### config.mk
export PLATFORM = sky130hd
export DESIGN_NAME = turn_controller_flat
export DESIGN_NICKNAME = d
export VERILOG_FILES = /design/src/rtl/turn_controller_pkg.sv /design/src/rtl/turn_controller_if.sv /design/src/rtl/turn_controller_timer.sv /design/src/rtl/turn_controller.sv /design/src/flat_wrapper.sv
export SDC_FILE = /design/constraint.sdc
export NUM_CORES = 1
export LEC_CHECK = 0
export BUFFER_PORTS_ARGS = -buffer_cell sky130_fd_sc_hd__buf_2
export CORE_MARGIN = 5
export CORE_UTILIZATION = 50
export CTS_CLUSTER_DIAMETER = 80
export CTS_CLUSTER_SIZE = 25
export DETAILED_ROUTE_END_ITERATION = 16
export PLACE_DENSITY = 0.84
export SYNTH_ARGS = -nofsm -noshare
export SYNTH_HDL_FRONTEND = slang
export SYNTH_SLANG_ARGS = --single-unit
### constraint.sdc
create_clock -name clk -period 2 [get_ports clk]
set_clock_uncertainty 0.2 [all_clocks]
set_input_delay 0.1 -clock clk [delete_from_list [all_inputs] [get_ports clk]]
set_output_delay 0.1 -clock clk [all_outputs]
set_load 0.01 [all_outputs]
### src/rtl/turn_controller_pkg.sv
// ttt_pkg: shared tic-tac-toe tile, winner and controller state encodings
package ttt_pkg;
    localparam logic [3:0] NUM_TILES = 4'd9;
    localparam logic [1:0] TILE_EMPTY = 2'b00;
    localparam logic [1:0] TILE_X = 2'b01;
    localparam logic [1:0] TILE_O = 2'b10;
    localparam logic [1:0] WIN_NONE = 2'b00;
    localparam logic [1:0] WIN_X = 2'b01;
    localparam logic [1:0] WIN_O = 2'b10;
    typedef enum logic [1:0] {WAIT_MOVE, CHECK, WAIT_RESULT, GAME_END} ctrl_state_t;
endpackage

### src/rtl/turn_controller_if.sv
// turn_controller_if: move request valid/ready handshake
interface turn_controller_if;
    logic move_valid;
    logic [3:0] move_idx;
    logic move_ready;
    modport master(output move_valid, move_idx, input move_ready);
    modport slave(input move_valid, move_idx, output move_ready);
endinterface

### src/rtl/turn_controller_timer.sv
// turn_timer: inactivity counter that pulses expire every TURN_TIMEOUT enabled cycles
module turn_timer #(
    parameter int TURN_TIMEOUT = 0,
    parameter int TMO_W = 32
) (
    input  logic clk,
    input  logic reset,
    input  logic clear,
    input  logic enable,
    output logic expire
);
    logic [TMO_W-1:0] cnt;
    logic run;
    // a clear on the terminal cycle suppresses the expiry
    assign run = enable && !clear && TURN_TIMEOUT > 0;
    assign expire = run && cnt == TMO_W'(TURN_TIMEOUT - 1);
    always_ff @(posedge clk) begin
        if (!reset || clear || expire) cnt <= '0;
        else if (run) cnt <= cnt + TMO_W'(1);
    end
endmodule

### src/rtl/turn_controller.sv
// turn_controller: sequences one tic-tac-toe match around the game_play datapath
module turn_controller
    import ttt_pkg::*;
#(
    parameter int RESULT_LAT = 1,
    parameter int TURN_TIMEOUT = 0,
    parameter int TMO_W = 32
) (
    input  logic clk,
    input  logic reset,
    input  logic new_game,
    turn_controller_if.slave mif,
    input  logic game_over,
    output logic [17:0] tiles,
    output logic player,
    output logic illegal,
    output logic timeout,
    output logic done,
    output logic [1:0] winner,
    output logic [3:0] move_count
);
    ctrl_state_t state;
    logic [3:0] idx;
    logic [2:0] lat;
    logic accept, expire, occupied;
    logic [31:0] tiles_ext;
    assign mif.move_ready = state == WAIT_MOVE;
    assign accept = mif.move_valid && mif.move_ready;
    // padding keeps the tile lookup in range for any 4-bit index
    assign tiles_ext = {14'b0, tiles};
    assign occupied = idx >= NUM_TILES || tiles_ext[{idx, 1'b0} +: 2] != TILE_EMPTY;
    turn_timer #(.TURN_TIMEOUT(TURN_TIMEOUT), .TMO_W(TMO_W)) u_timer (
        .clk(clk),
        .reset(reset),
        .clear(new_game || accept),
        .enable(mif.move_ready),
        .expire(expire)
    );
    always_ff @(posedge clk) begin
        illegal <= 1'b0;
        timeout <= 1'b0;
        if (!reset || new_game) begin
            state <= WAIT_MOVE;
            idx <= '0;
            lat <= '0;
            tiles <= '0;
            player <= 1'b0;
            move_count <= '0;
            winner <= WIN_NONE;
            done <= 1'b0;
        end else begin
            case (state)
                WAIT_MOVE: begin
                    if (accept) begin
                        idx <= mif.move_idx;
                        state <= CHECK;
                    end else if (expire) begin
                        timeout <= 1'b1;
                        player <= ~player;
                    end
                end
                CHECK: begin
                    if (occupied) begin
                        illegal <= 1'b1;
                        state <= WAIT_MOVE;
                    end else begin
                        tiles[{idx, 1'b0} +: 2] <= player ? TILE_O : TILE_X;
                        move_count <= move_count == NUM_TILES ? move_count : move_count + 4'd1;
                        lat <= '0;
                        state <= WAIT_RESULT;
                    end
                end
                WAIT_RESULT: begin
                    if (lat == 3'(RESULT_LAT)) begin
                        if (game_over) begin
                            winner <= player ? WIN_O : WIN_X;
                            done <= 1'b1;
                            state <= GAME_END;
                        end else if (move_count == NUM_TILES) begin
                            winner <= WIN_NONE;
                            done <= 1'b1;
                            state <= GAME_END;
                        end else begin
                            player <= ~player;
                            state <= WAIT_MOVE;
                        end
                    end else begin
                        lat <= lat + 3'd1;
                    end
                end
                GAME_END: begin
                end
                default: state <= WAIT_MOVE;
            endcase
        end
    end
endmodule

### src/flat_wrapper.sv
// flat-port wrapper written by rule: the top's interface ports become plain ports
module turn_controller_flat import ttt_pkg::*;
#(
    parameter int RESULT_LAT = 1,
    parameter int TURN_TIMEOUT = 0,
    parameter int TMO_W = 32
)
  (clk, reset, new_game, game_over, tiles, player, illegal, timeout, done, winner, move_count, mif_move_valid, mif_move_idx, mif_move_ready);
  turn_controller_if mif_i ();
  input  logic clk;
  input  logic reset;
  input  logic new_game;
  input  logic game_over;
  output logic [17:0] tiles;
  output logic player;
  output logic illegal;
  output logic timeout;
  output logic done;
  output logic [1:0] winner;
  output logic [3:0] move_count;
  input wire logic [$bits(mif_i.move_valid)-1:0] mif_move_valid;
  input wire logic [$bits(mif_i.move_idx)-1:0] mif_move_idx;
  output wire logic [$bits(mif_i.move_ready)-1:0] mif_move_ready;
  assign mif_i.move_valid = mif_move_valid;
  assign mif_i.move_idx = mif_move_idx;
  assign mif_move_ready = mif_i.move_ready;
  turn_controller #(.RESULT_LAT(RESULT_LAT), .TURN_TIMEOUT(TURN_TIMEOUT), .TMO_W(TMO_W)) u_core (.clk(clk), .reset(reset), .new_game(new_game), .mif(mif_i), .game_over(game_over), .tiles(tiles), .player(player), .illegal(illegal), .timeout(timeout), .done(done), .winner(winner), .move_count(move_count));
endmodule
======== After elaboration in Yosys (flattened, before gate mapping) ========
Cells that the tools add are included.
cells by class
  $add $sub $neg .......................... 3
  multiply operators ...................... 0
  div/mod/pow operators ................... 0
  magnitude comparators ................... 1
  equal/unequal tests ..................... 8
  shift-type cells ........................ 3
  muxes and demuxes ....................... 16
  bitwise operators ....................... 5
  reduce and logical (&&, ||, !) cells .... 17
operators with widths
  operator                  count
  $shiftx A32 B6 Y2         1
  $bwmux W18                1
  $shift A2 B7 Y18 const A  1
  $shiftx A2 B7 Y18         1
  $mux W2                   8
  $reduce_and A3 Y1         4
  $neg A5 Y7                1
  $mux W3                   2
  $ne A2 B2 Y1 const B      3
  $pmux W2 S3               1
  $pmux W3 S2               1
  $reduce_bool A2 Y1        3
  $not A1 Y1                5
  $add A4 B1 Y4 const B     1
  $eq A4 B4 Y1 const B      1
  $ge A4 B4 Y1 const B      1
  $reduce_and A2 Y1         2
  $reduce_and A4 Y1         1
  $add A3 B1 Y3 const B     1
  $eq A3 B1 Y1 const B      1
  $mux W1                   3
  $reduce_bool A3 Y1        1
  $eq A2 B1 Y1 const B      1
  $eq A2 B2 Y1 const B      1
  6 further kinds           7
word-level totals
  flip-flop bits (word level) ............. 36
  latch bits .............................. 0
  bits in writable memories ............... 0
  memory bits (read-only) ................. 0
  input bits .............................. 9
  output and inout port bits .............. 29
  logic and storage cells ................. 62
  memories kept ........................... 0

======== Depth between registers and ports, before layout ========
  word-level depth ........................ 5
  mapped depth ............................ 8
  mapped depth without buffers ............ 7

======== Hierarchy ========
Synthesis repeated with hierarchy kept, for this count alone.
unflattened totals
  cell total of the unflattened synthesis .. 225
  area, all modules ....................... 1993.2 um^2
modules (own cells, without submodules)
  module           instances  cells an instance  area an instance (um^2)  seq. area each (um^2)
  turn_controller  1          223                1981.9                   740.7
  turn_timer       1          2                  11.3                     0.0

======== Least setup slack after synthesis ========
No wires, ideal clock.
  kind .................................... flip-flop to flip-flop
  start point ............................. register u_core.idx[0]
  end point ............................... register u_core.tiles[16]
  setup time .............................. 118 ps
  arrival ................................. 1723 ps
  data required time ...................... 1682 ps
  slack ................................... -42 ps
  cell stages (with the launch flop) ...... 9
  path buffers ............................ 1
  clock period less this slack ............ 2042 ps
  path through ............................ dfxtp_1 > buf_6 > inv_4 > ha_1 > nand3b_1 > a211oi_2 > a21oi_2 > a211o_2 > mux2i_1
between the ends
  longest elaborated chain between the ends .. 5
  elaborated cells on any way between the ends .. 10
  classes of those cells .................. add/sub: 1; order compare: 1; shift: 3; mux: 1; bitwise: 1; reduce/logical: 3
RTL lines
  item                           line                   text
  start, declared                turn_controller.sv:23  logic [3:0] idx;
  start signal, assigned         turn_controller.sv:55  idx <= mif.move_idx;
  $shiftx A32 B6 Y2              turn_controller.sv:31  assign occupied = idx >= NUM_TILES || tiles_ext[{idx, 1'b0} +: 2] != TILE_EMPTY;
  $reduce_bool A2 Y1             turn_controller.sv:31
  $logic_or A1 B1 Y1             turn_controller.sv:31
  $not A1 Y1 (no line)           --
  $reduce_and A2 Y1 (no line)    --
  end signal, assigned by index  turn_controller.sv:67  tiles[{idx, 1'b0} +: 2] <= player ? TILE_O : TILE_X;
  end, declared                  turn_controller.sv:14  output logic [17:0] tiles,
Several ways; a longest one is shown, not always the timed one.
A chain may end at the register's enable or synchronous reset.

======== Worst setup path after layout ========
  start point ............................. register u_core.idx[0]
  end point ............................... register u_core.tiles[4]
Same word-level chain as after synthesis.

==> reports/qor.csv <==
metric,value,unit
hold violation count in the final report,0,
slew of the pin with the lowest slew margin,520.5,ps
r2r worst-path depth,5,
total leakage power,1.098,nW
top-level port count,38,
synthesized area,2049,µm²
root buffer selected by CTS,sky130_fd_sc_hd__clkbuf_8,
Seq cells post-synth,36,
die span in y,74.02,µm
distinct cell type count after synthesis,49,
top cell type's share of synthesized area,35.16,%
Inserted Clock Buffers,5,
number of flops mapped to enable cells by yosys,0,
Worst Setup End Kind,flop,
post-synthesis adder-cell area fraction,6.716,%
global route overflow,0,
maximum buffer depth of the clock tree,2,
Synth area leader,sky130_fd_sc_hd__dfxtp_1,
Crit path max-delay family,multiplexers,
startpoint of the lowest-slack hold path,mif_move_valid,
flip-flop cell with the highest count after synthesis,sky130_fd_sc_hd__dfxtp_1,
violation count after the first detailed-routing iteration,182,
stage delay of the slowest cell on the critical path,580,ps
average detailed-routed wire length per instance,15.51,µm
worst vdd rail ir drop,0.5399,mV
post-synth net total,256,
ordered list of cells on the worst path,inv_4 > mux4_2 > a21o_4 > o2111ai_4 > mux2i_1,
GRT Total Usage,19.87,%
largest net degree at the start of global routing,24,
detailed-placement wirelength estimate,3810,µm
post-synthesis mux area share,11.48,%
buffer and inverter count on the worst path,1,
data arrival time of the critical path,2040,ps
cell type of the slowest stage on the worst timing path,sky130_fd_sc_hd__mux4_2,
nature of the critical path startpoint,flop,
post-layout minimum cycle time,2013,ps
"top cells by area, synth","sky130_fd_sc_hd__dfxtp_1, sky130_fd_sc_hd__mux2i_1, sky130_fd_sc_hd__nand2_1",
final setup violating endpoints,3,
CTS H-Tree Depth,2,
number of antenna violations at the first check in global routing,0,
Syn Inst Count,236,
clock sinks,36,
synthesis-to-finish area growth,32.66,%
fraction of layout instances using a drive strength above 1,32.56,%
"critical path fanouts, max",5,
wire length of the first global-routing pass,8528,µm
combinational family with the most area after synthesis,simple AND/OR/NAND/NOR gates,
post-route fraction of the period consumed by the critical path,100.6,%
Reg2Reg Setup Slack,-10,ps
number of port buffers,36,
number of maximum-capacitance constraint violations,0,
CTS tree,done,
DR pass1 iterations,4,
count of fill cells added during filler insertion,291,
clock transition time at the flip-flop clock pins of the worst setup and hold paths,70,ps
hold path cells,4,
Hold WC Path Type,input port to flop,
share of flip-flops with an asynchronous set or reset,0,%
synth warn,0,
relative max-transition margin,65.30,%
setup ws final,-12.74,ps
ratio of total power to cell area,542.8,nW/µm²
"most common cell after layout, fill and taps aside",sky130_fd_sc_hd__nand2_1,
num rows,23,
"Endpoint, Worst Hold",u_core.idx[0]$_SDFFE_PP0P_,
number of global-route vias before repair,1843,
beginning of the worst register-to-register path,u_core.idx[0]$_SDFFE_PP0P_,
share of the synthesized area in compound gates (AO/OA/AOI/OAI),18.74,%
fraction of synthesized cell area in xor and xnor cells,0.4274,%
number of nets in the layout,320,
final design area excluding fillers,2719,µm²
clk_lat worst skew,290,ps
DRC errors left,0,
final-report max-slew violation count,0,
horizontal die dimension,74.02,µm
ant diodes,0,
post-detailed-routing wire length,5443,µm
Peak Freq,496.8,MHz
mean post-synth cell area,8.684,µm²
post-detailed-placement cell area,2386,µm²
number of vias in the routed layout,1959,
placer congestion estimate,1.025,
"commonest cells after routing, fill and taps aside","sky130_fd_sc_hd__nand2_1, sky130_fd_sc_hd__buf_2, sky130_fd_sc_hd__dfxtp_1, sky130_fd_sc_hd__nor2_1",
status,finished with violations,
pre-CTS worst setup slack,-62.19,ps
Core ar.,4000,µm²
RSZ-0062 raised after global routing,true,
synthesized-area fraction occupied by and/or/nand/nor cells,22.28,%
required arrival time at the worst endpoint,2020,ps
DIE AREA,5479,µm²
effective utilization at floorplan,51.24,%
violations in the final reports,negative setup slack,
category of the most critical setup path,flop to flop,
routed vias/inst,5.581,
antenna violation net count after detailed routing,0,
sequential share of the synthesized area,35.16,%
Critical R2R Capture,u_core.tiles[4]$_SDFFE_PP0P_,
==> flip-flops by register name, summed over array words and instances (netlist names) <==
| signal | count |
|---|---|
| u_core.idx | 4 |
| u_core.done | 1 |
| u_core.lat | 3 |
| u_core.winner | 2 |
| u_core.illegal | 1 |
| u_core.tiles | 18 |
| u_core.player | 1 |
| u_core.state | 2 |
| u_core.move_count | 4 |
==> power breakdown <==
| group | internal [mW] | switching [mW] | leakage (nW) |
|---|---|---|---|
| registers | 0.723 | 0.00902 | 0.291 |
| logic | 0.0849 | 0.113 | 0.756 |
| clock network | 0.275 | 0.271 | 0.0510 |
| total | 1.08 | 0.393 | 1.10 |
==> kinds of logic (layout without fill, tap and decap cells) <==
kind of cell	count (synthesis)	count (layout)
XOR/XNOR	1	1
AND/OR/NAND/NOR	98	99
adder cells (fa/ha/maj)	11	11
AO/OA/AOI/OAI	45	45
buffers and inverters	23	87
other	1	1
multiplexers	21	21
flip-flops	36	36
==> tightest hold or removal path, delay by kind of cell <==
family                 cells  cell delay [ps]
AND/OR/NAND/NOR            2              210
buffers and inverters      1              130
AO/OA/AOI/OAI              1               60
==> repair_timing <==
item / in CTS / in global routing
buffers inserted: 0 / 1
hold endpoints to repair: 9 / 0
gates cloned: 0 / 1
pin swaps: 1 / 4
endpoints found under the setup margin: 18 / 26
hold buffers: 10 / 0
gates resized for setup: 4 / 17
==> how the worst max path moves through the flow <==
stage	start	endpoint	cells after the start
detailed placement	u_core.idx[0]$_SDFFE_PP0P_	u_core.tiles[4]$_SDFFE_PP0P_	4
global route	u_core.idx[0]$_SDFFE_PP0P_	u_core.tiles[4]$_SDFFE_PP0P_	5
finish	u_core.idx[0]$_SDFFE_PP0P_	u_core.tiles[4]$_SDFFE_PP0P_	5
global placement	u_core.idx[0]$_SDFFE_PP0P_	u_core.tiles[4]$_SDFFE_PP0P_	4
CTS	u_core.idx[0]$_SDFFE_PP0P_	u_core.tiles[4]$_SDFFE_PP0P_	5
floorplan	u_core.idx[0]$_SDFFE_PP0P_	u_core.tiles[16]$_SDFFE_PP0P_	8
==> stage by stage <==
| stage | hold WS (ps) | utilization, % | cells | TNS [ps] | power (mW) |
|---|---|---|---|---|---|
| 6_report | 46.89 | 67.97 | 351 | -34.16 | 1.476 |
| 5_1_grt | 79.12 | 67.97 | 351 | -1117 | 1.527 |
| 4_1_cts | 40.55 | 65.09 | 349 | 0 | 1.454 |
| 3_5_place_dp | 162.8 | 59.65 | 331 | -277.1 | 0.8992 |
| 3_3_place_gp | 162.6 | 59.65 | 331 | -72.52 | 0.8961 |
| 2_1_floorplan | 47.49 | - | 236 | 0 | 0.8432 |
==> cell type report <==
class	instances	area (µm²)	area share, %
clock buffer	6	82.58	3.037
tap	50	62.56	2.301
timing repair buffer	66	434.2	15.97
inverter	13	51.30	1.887
multi-input combinational	178	1355	49.84
clock inverter	2	10.01	0.3682
sequential	36	723.2	26.60
==> Yosys cell counts, drive strengths merged (2+ instances only) <==
library cell / number
a211oi: 5
a21oi: 14
a31o: 3
a31oi: 2
a32oi: 2
buf: 4
clkbuf: 6
dfxtp: 36
ha: 11
inv: 13
mux2i: 19
mux4: 2
nand2: 41
nand2b: 7
nand3: 11
nand3b: 2
nand4: 3
nor2: 21
nor2b: 3
o2111ai: 3
o211ai: 2
o21a: 2
o21ai: 2
o2bb2ai: 2
or3: 4
==> metal layers <==
metal / vias up / part of all wire (%) / GRT usage [%]
met3: 6 / 6.9 / 3.919
met2: 68 / 48 / 32.68
met5: - / 0 / 0
li1: 955 / - / -
met1: 930 / 44 / 26.57
met4: 0 / 0.77 / 5.433
Power figures use the tool's default switching activity.
